--- src/rtl/serdes_pkg.sv ---
// serdes_pkg: BER checker state type, PRBS tap lookup and default parameters
package serdes_pkg;
  typedef enum logic [2:0] {IDLE, SEED, VERIFY, LOCKED, DONE} ber_state_e;
  localparam int DEF_PRBS_ORDER = 7;
  localparam int DEF_CNT_W = 32;
  localparam int DEF_LOCK_CNT = 16;
  localparam int DEF_LOSS_WIN = 64;
  localparam int DEF_LOSS_THRESH = 8;
  // {hi, lo} 1-based feedback taps for a supported order; 0 flags an unsupported order
  function automatic logic [15:0] prbs_taps(input int order);
    return order == 7 ? {8'd7, 8'd6} : order == 15 ? {8'd15, 8'd14} : order == 31 ? {8'd31, 8'd28} : 16'd0;
  endfunction
endpackage

--- src/rtl/prbs_ref_lfsr.sv ---
// prbs_ref_lfsr: reference PRBS LFSR, either loaded from received bits or free-running on its own prediction
module prbs_ref_lfsr import serdes_pkg::*; #(
  parameter int ORDER = DEF_PRBS_ORDER
) (
  input  logic clk,
  input  logic reset,
  input  logic adv_i,
  input  logic load_i,
  input  logic din_i,
  output logic pred_o
);
  localparam logic [15:0] TAPS = prbs_taps(ORDER);
  localparam int T_HI = int'(TAPS[15:8]);
  localparam int T_LO = int'(TAPS[7:0]);
  if (TAPS == 16'd0) begin : g_bad_order
    $error("prbs_ref_lfsr: unsupported PRBS order %0d", ORDER);
  end
  logic [ORDER-1:0] lfsr_q, lfsr_d;
  assign pred_o = lfsr_q[T_HI-1] ^ lfsr_q[T_LO-1];
  // shift in either the received bit (self-sync) or the predicted bit (free-run)
  always_comb lfsr_d = adv_i ? {lfsr_q[ORDER-2:0], load_i ? din_i : pred_o} : lfsr_q;
  // state register, all-ones after reset so the predictor is never stuck at zero
  always_ff @(posedge clk)
    if (reset) lfsr_q <= '1;
    else lfsr_q <= lfsr_d;
endmodule

--- config.mk ---
export PLATFORM = sky130hd
export DESIGN_NAME = prbs_ref_lfsr
export DESIGN_NICKNAME = d
export VERILOG_FILES = /design/src/rtl/serdes_pkg.sv /design/src/rtl/prbs_ref_lfsr.sv
export SDC_FILE = /design/constraint.sdc
export NUM_CORES = 1
export LEC_CHECK = 0
export CELL_PAD_IN_SITES_DETAIL_PLACEMENT = 0
export CELL_PAD_IN_SITES_GLOBAL_PLACEMENT = 1
export CORE_AREA = 2 2 39 41
export DETAILED_ROUTE_END_ITERATION = 10
export DIE_AREA = 0 0 41 43
export HOLD_SLACK_MARGIN = 0.15
export PLACE_DENSITY = 0.52
export SKIP_CTS_REPAIR_TIMING = 1
export SYNTH_ARGS = -nofsm -noshare
export SYNTH_HDL_FRONTEND = slang
export SYNTH_SLANG_ARGS = --single-unit
--- constraint.sdc ---
create_clock -name clk -period 1 [get_ports clk]
set_input_delay 0.25 -clock clk [delete_from_list [all_inputs] [get_ports clk]]
set_output_delay 0.25 -clock clk [all_outputs]
set_load 0.05 [all_outputs]
=== After elaboration in Yosys (flattened, before gate mapping) ===
Index checks and enable logic that the tools add are counted.

* Shift-type cells: 0
* Bitwise operators: 1
* Reduce and logical (&&, ||, !) cells: 0
* Equal/unequal tests: 0
* $lt $le $gt $ge: 0
* Div/mod/pow operators: 0
* $mul: 0
* Muxes and demuxes: 1
* Add/sub/neg operators: 0

{| class="wikitable"
|+ Operators by type and width
! kind !! number
|-
| two-way mux 1 bit || 1
|-
| XOR 1 bit || 1
|}

* RAM bits: 0
* Output and inout bits: 1
* Register bits: 7
* Memories kept: 0
* Bits in latches: 0
* Memory bits (read-only): 0

=== Depth between registers and ports, before layout ===
* Depth in word-level cells: 2
* Depth in mapped cells: 4
* Depth with buffers taken out: 3

=== Least setup slack after synthesis ===
Ideal clock, no wire load.

* Path type: reg2reg
* Start: register lfsr_q[5]
* End: register lfsr_q[0]
* Path buffers: 0
* Required time: 931 ps
* Clock period less this slack: 1,207 ps
* Stages on the path, launching flop included: 4
* Arrival: 1,138 ps
* Setup slack: -207 ps
* Cells stage by stage: dfxtp_1 > xor2_2 > mux2i_1 > o21ai_1

* Cells in the longest elaborated chain, start to end: 2

{| class="wikitable"
|+ RTL lines
! element !! line !! text
|-
| start, declared || prbs_ref_lfsr.sv:18 || <nowiki>logic [ORDER-1:0] lfsr_q, lfsr_d;</nowiki>
|-
| start signal, assigned || prbs_ref_lfsr.sv:25 || <nowiki>else lfsr_q <= lfsr_d;</nowiki>
|-
| XOR 1 bit || prbs_ref_lfsr.sv:19 || <nowiki>assign pred_o = lfsr_q[T_HI-1] ^ lfsr_q[T_LO-1];</nowiki>
|-
| named net pred_o || prbs_ref_lfsr.sv:10 || <nowiki>output logic pred_o</nowiki>
|-
| two-way mux 1 bit || prbs_ref_lfsr.sv:21 || <nowiki>always_comb lfsr_d = adv_i ? {lfsr_q[ORDER-2:0], load_i ? din_i : pred_o} : lfsr_q;</nowiki>
|}

The timed path passes the listed nets, and every way through them passes these cells.
A chain may end at the register's enable or synchronous reset.

=== Worst setup path in the final report ===
* Start: register lfsr_q[5]
* End: output pred_o

* Cells in the longest elaborated chain, start to end: 1

{| class="wikitable"
|+ RTL lines
! element !! line
|-
| XOR 1 bit || prbs_ref_lfsr.sv:19
|-
| end, declared || prbs_ref_lfsr.sv:10
|}

No other way between the ends.

==> impl_metrics.ini <==
[synthesis]
synth_compound_area_share_pct = 22.2
synth_area_leaders = dfxtp_1 50%, a211o_1 19%, nor2b_1 8.9%
yosysUniqueCellTypes = 10
synthMuxAreaShare_pct = 3.56
synth_nets = 30
ys_seq_area_share_pct = 49.8
synthXorXnorAreaFrac_pct = 5.78
yosys_register_bits = 7
netlist_area_um2 = 282
synth_top_family_by_area = compound AO/OA/AOI/OAI gates
synthCells = 25
synth_area_leader_cell = dfxtp_1
synthSimpleGateAreaFrac_pct = 13.3
syn_area_per_cell_um2 = 11.3
synth.top_cell.area_share_pct = 49.8
synth_fa_ha_area_share_pct = 0
synth_warnings = 0

[timing]
rsz0062_at_grt = yes
period_minus_slack_ns = 1.20
setup_viol = 1
setup_tns_ns = -0.202
timing.final.crit_share_pct = 120
worst_slack_ns = -0.202
maxSlewHeadroom_pct = 83.7
final-hold-violation-count = 0
fmax_mhz = 832
worst_pin_slew_ns = 0.243
drv_slew = 0
skew_ns = 0.00316

[floorplan]
core_area_mm2 = 0.00138
rows = 14
fp.dieW_um = 41
die_height_um = 43
io_pins = 6
start_util_pct = 20.3
die_area_mm2 = 0.00176

[drt]
drt-initial-drc-count = 1
dr.pass1.iters = 2
vias = 214
post_drt_wl_per_cell_um = 9.84
drc = 0
ant_nets = 0
viasPerCell = 4.20
wl_um = 502

[layout]
regArea_um2 = 148
top_register = lfsr_q
final_util_pct = 30.4
drive_gt1_share_pct = 28.6
fill_cells = 146
area_growth_syn_to_layout_pct = 49.3
multi_input_area_um2 = 138
fin_cells = 51
largest_register_ffs = 7
reg_top3 = lfsr_q: 7 flops
nNetsFinal = 41
diodes = 0

[cts]
cts.htree.levels = 1
clk_latency_ns = 0.25
cts-root-buf = clkbuf_4
numCtsBuffers = 3
cts_sinks = 7
clk_pin_slew_ns = 0.05
cts_max_path_buffers = 2
tritoncts = built

[power]
clock_power_share_pct = 36.3
intPower_w = 0.000518
combPwrFrac_pct = 17.7
p_switching_w = 0.000160
fin_total_pwr_w = 0.000678
p_leak_nw = 0.169
power_density_mw_per_mm2 = 1610
seqPwrFrac_pct = 46.0
vdd_ir_drop_max_v = 0.000822
netSwitchingFraction_pct = 23.6

[outcome]
outcome = finished with violations
violations = setup timing

[critical_path]
endpoint_kind = output pin
required_ns = 0.75
ff2ff_path_depth = 3
crit_type = reg2out
timing.reg2reg.setup_slack_ns = 0.12
crit_fanout = 3
r2r_end = lfsr_q[0]
cp_data_arrival_time_ns = 0.95
start_kind = register
r2r_start = lfsr_q[6]

[place]
port_buffers = 5
dp_hpwl_um = 345
pre_cts_slack_ns = -0.295
placed_cells = 46
gp_congestion = 0.625

[worst_hold_path]
hold_start = adv_i
whs_path_depth = 3
holdPathEnd = lfsr_q[3]
hp-class = in2reg

[global_route]
grt_pass1_wl_um = 779
antenna_found_initial = 0
grt_util_all_layers_pct = 7.05
grt-ovfl-total = 0
grt_pass1_vias = 203
grt_max_degree = 12

[run]
maxCapViolCount = 0
==> placed cells by master (no fill, tap or decap) <==
| cell | netlist | routed |
|---|---|---|
| mux2i_1 | 1 | 1 |
| and2_1 | 2 | 2 |
| buf_12 | 0 | 1 |
| dfxtp_1 | 7 | 5 |
| dfxtp_4 | 0 | 2 |
| clkdlybuf4s50_1 | 0 | 3 |
| inv_2 | 1 | 1 |
| clkbuf_4 | 0 | 3 |
| o21ai_1 | 1 | 1 |
| a21oi_1 | 1 | 1 |
| nor2b_1 | 4 | 4 |
| buf_6 | 1 | 2 |
| xor2_4 | 0 | 1 |
| a211o_1 | 6 | 6 |
| dlymetal6s2s_1 | 0 | 1 |
| clkbuf_1 | 0 | 1 |
==> cell families after synthesis <==
group / after synthesis
mux: 1
xor+xnor: 1
flops: 7
simple gates: 6
compound gates: 8
buf+inv: 2
==> cell usage after synthesis (all sizes together) <==
library cell  count
a211o             6
a21oi             1
and2              2
buf               1
dfxtp             7
inv               1
mux2i             1
nor2b             4
o21ai             1
xor2              1
==> metal layers <==
metal / vias to the layer above / GRT usage (%) / share of wire [%]
li1: 108 / - / -
met1: 102 / 7.14 / 41
met2: 4 / 9.38 / 53
met3: 0 / 4.71 / 6.4
met4: 0 / 6.00 / 0
met5: - / 0 / 0
==> worst max-delay path, cell delays in order, from the launching register on <==
cell and delay [ns]:
dfxtp_4 0.37, xor2_4 0.18, buf_12 0.15
==> power by group through the flow <==
stage	clock network (W)	registers (W)	logic, W
after floorplan	0	0.000316	0.0000670
after global placement	0	0.000318	0.000112
after detailed placement	0	0.000319	0.000114
after CTS	0.000262	0.000313	0.000115
after global routing	0.000275	0.000314	0.000131
final	0.000246	0.000312	0.000120
==> worst max path at each step <==
| stage | start | to |
|---|---|---|
| 3_5_place_dp | adv_i | lfsr_q[1] |
| 4_1_cts | lfsr_q[5] | pred_o |
| 3_3_place_gp | adv_i | lfsr_q[2] |
| 5_1_grt | lfsr_q[5] | pred_o |
| 2_1_floorplan | lfsr_q[5] | lfsr_q[0] |
| 6_report | lfsr_q[5] | pred_o |
==> area by class of cell <==
type                    instances  area share, %
inverters                       1          0.893
flip-flops and latches          7           35.1
well taps                      16           4.76
repair buffers                  7           20.2
clock buffers                   4           6.25
multi-input cells              16           32.7
==> through the flow <==
step / area [µm²] / hold slack (ns)
2_1_floorplan: 298 / 0.348
3_3_place_gp: 374 / 0.437
3_5_place_dp: 374 / 0.450
4_1_cts: 400 / 0.466
5_1_grt: 420 / 0.435
6_report: 420 / 0.418
Power figures use the tool's default switching activity.
